===== src/rtl/vga_pkg.sv =====
// VGA timing defaults, frame-buffer address width and colour palette.
// Shared by frame_scanout and the pixel writer.
package vga_pkg;

  localparam int VGA_H_ACTIVE = 640;
  localparam int VGA_H_FP     = 16;
  localparam int VGA_H_SYNC   = 96;
  localparam int VGA_H_BP     = 48;
  localparam int VGA_H_TOTAL  =
    VGA_H_ACTIVE + VGA_H_FP + VGA_H_SYNC + VGA_H_BP;

  localparam int VGA_V_ACTIVE = 480;
  localparam int VGA_V_FP     = 10;
  localparam int VGA_V_SYNC   = 2;
  localparam int VGA_V_BP     = 33;
  localparam int VGA_V_TOTAL  =
    VGA_V_ACTIVE + VGA_V_FP + VGA_V_SYNC + VGA_V_BP;

  localparam int ADDR_W = 19;
  localparam int CNT_W  = 10;

  typedef logic [ADDR_W-1:0] addr_t;
  typedef logic [CNT_W-1:0]  cnt_t;

  typedef struct packed {
    logic hs_n;
    logic vs_n;
    logic blank_n;
    logic fs;
  } pix_ctl_t;

  localparam pix_ctl_t CTL_IDLE = '{
    hs_n:    1'b1,
    vs_n:    1'b1,
    blank_n: 1'b0,
    fs:      1'b0
  };

  // Entry n is {r, g, b}; index 7 comes first in the literal.
  localparam logic [7:0][23:0] PALETTE = {
    24'hFFFFFF,
    24'h00FFFF,
    24'hFF00FF,
    24'h0000FF,
    24'hFFFF00,
    24'h00FF00,
    24'hFF0000,
    24'h000000
  };

  function automatic logic [23:0] pal_rgb(
    input logic [2:0] idx
  );
    return PALETTE[idx];
  endfunction

endpackage


===== src/rtl/vga_timing.sv =====
// Horizontal/vertical scan counters and sync/blank decode.
// Outputs describe the counter stage, before any pipeline delay.
module vga_timing
  import vga_pkg::*;
#(
  parameter int H_ACTIVE = VGA_H_ACTIVE,
  parameter int H_FP     = VGA_H_FP,
  parameter int H_SYNC   = VGA_H_SYNC,
  parameter int H_BP     = VGA_H_BP,
  parameter int V_ACTIVE = VGA_V_ACTIVE,
  parameter int V_FP     = VGA_V_FP,
  parameter int V_SYNC   = VGA_V_SYNC,
  parameter int V_BP     = VGA_V_BP
) (
  input  logic     clock,
  input  logic     resetn,
  input  logic     enable,
  output logic     visible,
  output logic     frame_end,
  output logic     in_vblank,
  output pix_ctl_t ctl
);

  localparam int H_TOTAL = H_ACTIVE + H_FP + H_SYNC + H_BP;
  localparam int V_TOTAL = V_ACTIVE + V_FP + V_SYNC + V_BP;

  localparam cnt_t H_LAST = cnt_t'(H_TOTAL - 1);
  localparam cnt_t V_LAST = cnt_t'(V_TOTAL - 1);
  localparam cnt_t H_VIS  = cnt_t'(H_ACTIVE);
  localparam cnt_t V_VIS  = cnt_t'(V_ACTIVE);
  localparam cnt_t HS_ON  = cnt_t'(H_ACTIVE + H_FP);
  localparam cnt_t HS_OFF = cnt_t'(H_ACTIVE + H_FP + H_SYNC);
  localparam cnt_t VS_ON  = cnt_t'(V_ACTIVE + V_FP);
  localparam cnt_t VS_OFF = cnt_t'(V_ACTIVE + V_FP + V_SYNC);

  cnt_t hcnt_q, hcnt_d;
  cnt_t vcnt_q, vcnt_d;
  logic run_q, run_d;

  // run_q marks the first enabled clock as pixel (0,0).
  always_comb begin
    run_d  = enable;
    hcnt_d = hcnt_q;
    vcnt_d = vcnt_q;
    if (!enable) begin
      hcnt_d = '0;
      vcnt_d = '0;
    end else if (run_q) begin
      if (hcnt_q == H_LAST) begin
        hcnt_d = '0;
        if (vcnt_q == V_LAST) vcnt_d = '0;
        else vcnt_d = vcnt_q + cnt_t'(1);
      end else begin
        hcnt_d = hcnt_q + cnt_t'(1);
      end
    end
  end

  always_ff @(posedge clock or negedge resetn) begin
    if (!resetn) begin
      hcnt_q <= '0;
      vcnt_q <= '0;
      run_q  <= 1'b0;
    end else begin
      hcnt_q <= hcnt_d;
      vcnt_q <= vcnt_d;
      run_q  <= run_d;
    end
  end

  logic hs_on, vs_on;

  always_comb begin
    hs_on = run_q && hcnt_q >= HS_ON && hcnt_q < HS_OFF;
    vs_on = run_q && vcnt_q >= VS_ON && vcnt_q < VS_OFF;
    visible = run_q && hcnt_q < H_VIS && vcnt_q < V_VIS;
    frame_end = run_q && hcnt_q == H_LAST
                && vcnt_q == V_LAST;
    in_vblank = vcnt_q >= V_VIS;
    ctl.hs_n    = !hs_on;
    ctl.vs_n    = !vs_on;
    ctl.blank_n = visible;
    ctl.fs      = run_q && hcnt_q == '0 && vcnt_q == '0;
  end

endmodule


===== src/rtl/frame_scanout.sv =====
// Frame-buffer scan-out: address pipeline, sync alignment, colour.
// Define FRAME_SCANOUT_PALETTE_EN to map pixels through the palette.
module frame_scanout
  import vga_pkg::*;
#(
  parameter int H_ACTIVE = VGA_H_ACTIVE,
  parameter int H_FP     = VGA_H_FP,
  parameter int H_SYNC   = VGA_H_SYNC,
  parameter int H_BP     = VGA_H_BP,
  parameter int V_ACTIVE = VGA_V_ACTIVE,
  parameter int V_FP     = VGA_V_FP,
  parameter int V_SYNC   = VGA_V_SYNC,
  parameter int V_BP     = VGA_V_BP
) (
  input  logic              clock,
  input  logic              resetn,
  input  logic              enable,
  output logic [ADDR_W-1:0] mem_raddr,
  input  logic [2:0]        mem_rdata,
  output logic              vga_hs,
  output logic              vga_vs,
  output logic              vga_blank_n,
  output logic [7:0]        vga_r,
  output logic [7:0]        vga_g,
  output logic [7:0]        vga_b,
  output logic              frame_start,
  output logic              in_vblank
);

  logic     visible;
  logic     frame_end;
  pix_ctl_t ctl;

  vga_timing #(
    .H_ACTIVE (H_ACTIVE),
    .H_FP     (H_FP),
    .H_SYNC   (H_SYNC),
    .H_BP     (H_BP),
    .V_ACTIVE (V_ACTIVE),
    .V_FP     (V_FP),
    .V_SYNC   (V_SYNC),
    .V_BP     (V_BP)
  ) u_timing (
    .clock     (clock),
    .resetn    (resetn),
    .enable    (enable),
    .visible   (visible),
    .frame_end (frame_end),
    .in_vblank (in_vblank),
    .ctl       (ctl)
  );

  addr_t    addr_q, addr_d;
  addr_t    raddr_q, raddr_d;
  pix_ctl_t s1_q, s1_d;
  pix_ctl_t s2_q, s2_d;

  // addr_q tracks v*H_ACTIVE+h of the counter stage by counting.
  always_comb begin
    addr_d  = addr_q;
    raddr_d = raddr_q;
    s1_d    = CTL_IDLE;
    s2_d    = CTL_IDLE;
    if (!enable) begin
      addr_d  = '0;
      raddr_d = '0;
    end else begin
      if (frame_end) addr_d = '0;
      else if (visible) addr_d = addr_q + addr_t'(1);
      if (visible) raddr_d = addr_q;
      s1_d = ctl;
      s2_d = s1_q;
    end
  end

  always_ff @(posedge clock or negedge resetn) begin
    if (!resetn) begin
      addr_q  <= '0;
      raddr_q <= '0;
      s1_q    <= CTL_IDLE;
      s2_q    <= CTL_IDLE;
    end else begin
      addr_q  <= addr_d;
      raddr_q <= raddr_d;
      s1_q    <= s1_d;
      s2_q    <= s2_d;
    end
  end

  // mem_rdata already sits at the s2 stage; colour is a mapping only.
  logic [23:0] pix_rgb;

`ifdef FRAME_SCANOUT_PALETTE_EN
  assign pix_rgb = pal_rgb(mem_rdata);
`else
  assign pix_rgb = {{8{mem_rdata[0]}},
                    {8{mem_rdata[1]}},
                    {8{mem_rdata[2]}}};
`endif

  logic [23:0] out_rgb;

  assign out_rgb     = s2_q.blank_n ? pix_rgb : 24'h0;
  assign vga_r       = out_rgb[23:16];
  assign vga_g       = out_rgb[15:8];
  assign vga_b       = out_rgb[7:0];
  assign vga_hs      = s2_q.hs_n;
  assign vga_vs      = s2_q.vs_n;
  assign vga_blank_n = s2_q.blank_n;
  assign frame_start = s2_q.fs;
  assign mem_raddr   = raddr_q;

endmodule

===== config.mk =====
export PLATFORM = sky130hd
export DESIGN_NAME = frame_scanout
export DESIGN_NICKNAME = d
export VERILOG_FILES = /design/src/rtl/vga_pkg.sv /design/src/rtl/vga_timing.sv /design/src/rtl/frame_scanout.sv
export SDC_FILE = /design/constraint.sdc
export NUM_CORES = 1
export LEC_CHECK = 0
export CAP_MARGIN = 25
export CORE_MARGIN = 8
export CORE_UTILIZATION = 50
export CTS_BUF_LIST = sky130_fd_sc_hd__clkbuf_4 sky130_fd_sc_hd__clkbuf_8
export CTS_CLUSTER_DIAMETER = 120
export DETAILED_ROUTE_END_ITERATION = 12
export PLACE_DENSITY = 0.73
export SETUP_SLACK_MARGIN = 0.4
export SLEW_MARGIN = 20
export SYNTH_ARGS = -nofsm -noshare
export SYNTH_HDL_FRONTEND = slang
export SYNTH_SLANG_ARGS = --single-unit

===== constraint.sdc =====
create_clock -name clock -period 5.4 [get_ports clock]
set_clock_uncertainty 0.05 [all_clocks]
set_input_delay 1.62 -clock clock [delete_from_list [all_inputs] [get_ports clock]]
set_output_delay 1.62 -clock clock [all_outputs]
set_load 0.01 [all_outputs]

==> results of run 1 <==
==> stage by stage <==
step           instance area [µm²]  util, %  instances
4_1_cts                       4090     60.6        482
6_report                      4120     61.0        483
3_3_place_gp                  3880     57.4        467
5_1_grt                       4120     61.0        483
3_5_place_dp                  3880     57.4        467
2_1_floorplan                 3460        -        369
==> worst max-delay path: stages <==
cell and delay (ps):
clkdlybuf4s50_1 450, and2_1 250, clkdlybuf4s50_1 600
==> where the power goes <==
group          total (W)  leakage [nW]  switching (W)  internal [W]
Combinational  0.0000667         0.615      0.0000394     0.0000273
Clock           0.000453         0.108       0.000185      0.000268
Sequential      0.000517         0.914     0.00000810      0.000509
Total            0.00104          1.64       0.000232      0.000804
==> worst min path at each step <==
| stage | to | slack, ps | start |
|---|---|---|---|
| finish | frame_start$_DFF_PN0_ | 410 | s1_q[0]$_DFF_PN0_ |
| global placement | vga_blank_n$_DFF_PN0_ | 390 | s1_q[1]$_DFF_PN0_ |
| detailed placement | frame_start$_DFF_PN0_ | 400 | s1_q[0]$_DFF_PN0_ |
| global route | vga_vs$_DFF_PN1_ | 440 | s1_q[2]$_DFF_PN1_ |
| floorplan | frame_start$_DFF_PN0_ | 380 | s1_q[0]$_DFF_PN0_ |
| CTS | frame_start$_DFF_PN0_ | 410 | s1_q[0]$_DFF_PN0_ |
==> state kept, by name (all words and copies together) (netlist names) <==
name	count
vga_vs	1
u_timing.hcnt_q	10
vga_blank_n	1
u_timing.run_q	1
mem_raddr	19
frame_start	1
u_timing.vcnt_q	10
addr_q	19
vga_hs	1
s1_q	4
==> cells in the mapped netlist, types with 4 or more instances <==
| library cell | n |
|---|---|
| nand2b_1 | 4 |
| ha_1 | 6 |
| xnor2_1 | 9 |
| nand4_1 | 10 |
| nor2_1 | 20 |
| nand2_1 | 50 |
| and3_1 | 6 |
| or3_1 | 8 |
| clkbuf_1 | 16 |
| nor4_1 | 5 |
| and2_1 | 8 |
| inv_1 | 11 |
| and4_1 | 5 |
| buf_4 | 21 |
| dfrtp_1 | 63 |
| o31ai_1 | 9 |
| xor2_1 | 6 |
| dfstp_2 | 4 |
| o21ai_0 | 10 |
| or4_1 | 7 |
| nand3_1 | 17 |
| a21oi_1 | 37 |
==> per-layer routing <==
layer / global-route usage (%) / vias up
met4: 5.59 / 0
met3: 4.47 / 10
met1: 17.0 / 1311
li1: - / 1338
met2: 28.0 / 39
met5: 0 / -
==> kinds of logic after synthesis <==
| group | Yosys count | synth area share [%] |
|---|---|---|
| DFF | 67 | 48.6 |
| AOI/OAI and AO/OA | 74 | 13.2 |
| xor gates and xnor gates | 15 | 3.79 |
| adders and majority gates | 6 | 2.17 |
| and+or+nand+nor | 155 | 23.9 |
| buffers and inverters | 52 | 8.35 |
==> layout make-up <==
class                   count  area, µm²
clock buffers              10        138
repair buffers             58        583
fillers                   592       2640
flip-flops and latches     67       1680
well taps                  80        100
multi-input cells         250       1490
inverters                  13       48.8
clock inverters             5       77.6
==> cell usage in the layout (no fill, tap or decap), drive strengths merged, types with 2 or more instances in the layout <==
| cell type | n |
|---|---|
| xnor2 | 9 |
| and4 | 5 |
| or3 | 10 |
| nor2b | 2 |
| and2 | 8 |
| a32o | 2 |
| buf | 6 |
| dfstp | 4 |
| a22oi | 2 |
| nand2b | 4 |
| dfrtp | 63 |
| nor4 | 5 |
| ha | 6 |
| bufinv | 2 |
| nand2 | 50 |
| clkinv | 3 |
| a21oi | 39 |
| nand4 | 10 |
| xor2 | 6 |
| a31oi | 2 |
| inv | 12 |
| nand3 | 17 |
| and3 | 6 |
| o31ai | 10 |
| nor3 | 2 |
| clkdlybuf4s50 | 52 |
| o21ai | 11 |
| or4 | 9 |
| nor2 | 20 |
| clkbuf | 10 |
| nor4b | 2 |
==> results.cfg, run 1 <==
[outcome]
status = finished, final reports clean

[grt]
overflow = 0
grt_pass1_wl_mm = 12.5
grt_pass1_vias = 2649
grt_start_max_net_pins = 44
antenna_found_initial = 0
grt_usage_pct = 15.6

[timing]
report.final.slew_viol_count = 0
fin_crit_sh_pct = 84.9
hold_violations = 0
whs_ps = 408
setup_slack_ps = 816
slew_headroom_pct = 42.0
timing.setup.tns_ps = 0
setup_viol = 0
rsz0062_at_grt = no
fmax_ghz = 0.218
worstMarginPinSlew_ps = 867
final.min_clock_period_ps = 4580

[worst_setup_path]
reg2reg_setup_slack_ps = 3280
r2r-end = u_timing.vcnt_q[6]$_DFFE_PN0P_
timing.rr.start = u_timing.hcnt_q[0]$_DFFE_PN0P_
rr_worst_depth = 5
cp-startpoint = mem_rdata[0]
cp-endpoint = vga_r[7]
endpoint_kind = primary output
worstSetupStartpointType = input port
crit_type = input port to primary output
critPathArrivalTime_ps = 2910
path_max_fanout = 8
cp.required_ps = 3730

[placement]
place.gp.congestion = 0.841
numPortBuffers = 53
dp.final_hpwl_mm = 5.13
place_ws_ps = 806

[run]
max_cap_viol_count = 0

[drt]
antenna_left = 0
wl_mm = 7.27
vias = 2698
drtIter0Drc = 100
route.met2.wl_mm = 3.76
wl_met1_mm = 3.18
highest_layer = met4
first_pass_iters = 4
drt-wirelength-per-cell_um = 15.1
drcViolationCount = 0
avgViaCountPerCell = 5.59
wl_met3_um = 248

[hold_path]
hold_path.class = flip-flop to flip-flop
hold_depth = 1

[clocking]
post-cts-setup-buffer-count = 0
cts_made_buffers = 9
clk_pin_slew_ps = 70
cts_hold_buf = 0
htreeDepth = 3
cts_buffer_depth = 2
cts.sinks = 67
cts_root_buf = clkbuf_8
cts_resized = 0
clk_latency_ps = 340
cts_tree = built

[power_and_ir_drop]
power_w = 0.00104
pwr_density_cell_nw_per_um2 = 252
ir_worst_vdd_mv = 0.241
leakage_nw = 1.64

[synth]
synth_edf_count = 0
synthArstFlopShare_pct = 100
syn-instance-count = 369
ys_seq_elements = 67
synthFlopType = dfrtp_1
syn-cell-area_um2 = 3460
ys_types = 49
syn_nets = 381
yosys.area.top_type = dfrtp_1
synth_top_area_share_pct = 45.5
seq_area_frac_synth_pct = 48.6
yosys-top-cells-area = dfrtp_1, nand2_1, a21oi_1, buf_4, dfstp_2
syn_area_per_cell_um2 = 9.38
yosys_warnings = 0

[finish]
drive_gt1_share_pct = 8.68
fin_nets = 411
antenna_cells = 0
area.growth.synth_to_final_pct = 19.0

[floorplanning]
die-area_um2 = 9840
ioPinCount = 54
core_area_um2 = 6760
initial_core_util_pct = 51.2
die_w_um = 99.2
num_rows = 30
die_h_um = 99.2
(Power assumes the default switching activity.)
==> run 2, diff against run 1 <==
- clock period: 5.4 -> 4.3 ns (I/O delays scaled with it)
==> results.cfg, run 2 (same netlist as run 1, synthesis figures left out) <==
[outcome]
status = finished, final reports clean

[floorplanning]
core_area_um2 = 6760
die-area_um2 = 9840
num_rows = 30
die_w_um = 99.2
initial_core_util_pct = 51.2
ioPinCount = 54
die_h_um = 99.2

[power_and_ir_drop]
leakage_nw = 1.70
power_w = 0.00132
ir_worst_vdd_mv = 0.230
pwr_density_cell_nw_per_um2 = 320

[drt]
drt-wirelength-per-cell_um = 15.1
first_pass_iters = 4
drcViolationCount = 0
avgViaCountPerCell = 5.69
drtIter0Drc = 117
wl_mm = 7.29
antenna_left = 0
vias = 2755

[timing]
setup_viol = 0
final.min_clock_period_ps = 3850
whs_ps = 417
fmax_ghz = 0.260
hold_violations = 0
report.final.slew_viol_count = 0
rsz0062_at_grt = no
fin_crit_sh_pct = 89.6
setup_slack_ps = 448
worstMarginPinSlew_ps = 875
timing.setup.tns_ps = 0
slew_headroom_pct = 41.5

[worst_setup_path]
cp.required_ps = 2960
critPathSlowestCell = clkdlybuf4s50_1
path_common_cell = clkdlybuf4s50_1
rr_worst_depth = 5
worstSetupStartpointType = input port
cp_top_family = buffers and inverters
critPathArrivalTime_ps = 2510
path_max_fanout = 8
endpoint_kind = primary output
crit_type = input port to primary output
crit_buf_inv = 2
cp_cell_sequence = clkdlybuf4s50_1 -> and2_2 -> clkdlybuf4s50_1
cp.depth = 3
critPathMaxStageDelay_ps = 560

[grt]
grt_start_max_net_pins = 68
grt_pass1_vias = 2620
grt_usage_pct = 15.7
grtUsageMet1_pct = 18.2
overflow = 0
antenna_found_initial = 0
grtUsageMet2_pct = 27.0
met3_usage_pct = 5.03
busiest_layer = met2
grt_pass1_wl_mm = 12.6

[finish]
layout_common_cells = dfrtp_1, nand2_1, clkdlybuf4s50_1
antenna_cells = 0
drive_gt1_share_pct = 9.65
area.growth.synth_to_final_pct = 18.8
design_area_um2 = 4110
layout_commonest_cell = dfrtp_1
fin_nets = 411

[clocking]
cts_root_buf = clkbuf_8
clk_latency_ps = 340
cts_made_buffers = 9
clk_pin_slew_ps = 70
cts_hold_buf = 0
cts_buffer_depth = 2
cts.sinks = 67
cts_tree = built
htreeDepth = 3

[hold_path]
hold_path.class = flip-flop to flip-flop
hold_depth = 1

[placement]
numPortBuffers = 53
dp.final_hpwl_mm = 4.90
place_area_um2 = 3880
place.gp.congestion = 0.853
place_ws_ps = 358

[run]
max_cap_viol_count = 0
[run 2: cell types whose count changed in the layout (fill, tap and decap cells not counted), moves of 2 or more]
cell,previous run,this run
clkdlybuf4s50_1,52,44
dlymetal6s2s_1,0,2
and2_2,0,3
dlygate4sd2_1,0,6
and2_1,8,5
[run 2: final timing paths]
kind	start	to	slack, ps
setup reg to reg	u_timing.vcnt_q[6]$_DFFE_PN0P_	addr_q[15]$_DFFE_PN0P_	2170
min in group asynchronous	resetn	mem_raddr[17]$_DFFE_PN0P_	1100
hold / removal	s1_q[1]$_DFF_PN0_	vga_blank_n$_DFF_PN0_	420
max in group asynchronous	resetn	u_timing.hcnt_q[4]$_DFFE_PN0P_	2570
setup / recovery	mem_rdata[1]	vga_g[5]	450
hold reg to reg	s1_q[1]$_DFF_PN0_	vga_blank_n$_DFF_PN0_	420
[run 2: cell type report]
type / instances / area [µm²]
clock buffers: 11 / 151
clock inverters: 5 / 75.1
fillers: 565 / 2640
inverters: 13 / 48.8
multi-input cells: 250 / 1500
flip-flops and latches: 67 / 1680
well taps: 80 / 100
repair buffers: 58 / 561
[run 2: timing repair]
action                                  CTS  global route
resized for setup                         8             3
setup buffers                             0             0
endpoints found under the setup margin   24             9
[run 2: stage by stage]
step | utilization (%) | std cells
4_1_cts | 60.8 | 484
2_1_floorplan | - | 369
3_3_place_gp | 57.5 | 468
3_5_place_dp | 57.5 | 468
6_report | 60.9 | 484
5_1_grt | 60.9 | 484
[run 2: worst register-to-register path: stages, from the launching register on]
cell     delay (ps)
dfrtp_1         460
a41oi_2         300
inv_2           120
or3_4           470
or4_1           490
a21oi_1         160
[run 2: routing by layer]
metal,vias up,share of wire [%]
met4,0,0.66
met5,-,0
li1,1347,-
met3,6,5.6
met2,56,51
met1,1346,43
[run 2: power by group]
part	total [W]	leakage, nW	internal, W	switching [W]
combinational	0.0000817	0.671	0.0000316	0.0000501
clock	0.000587	0.119	0.000355	0.000232
sequential	0.000649	0.914	0.000639	0.0000105
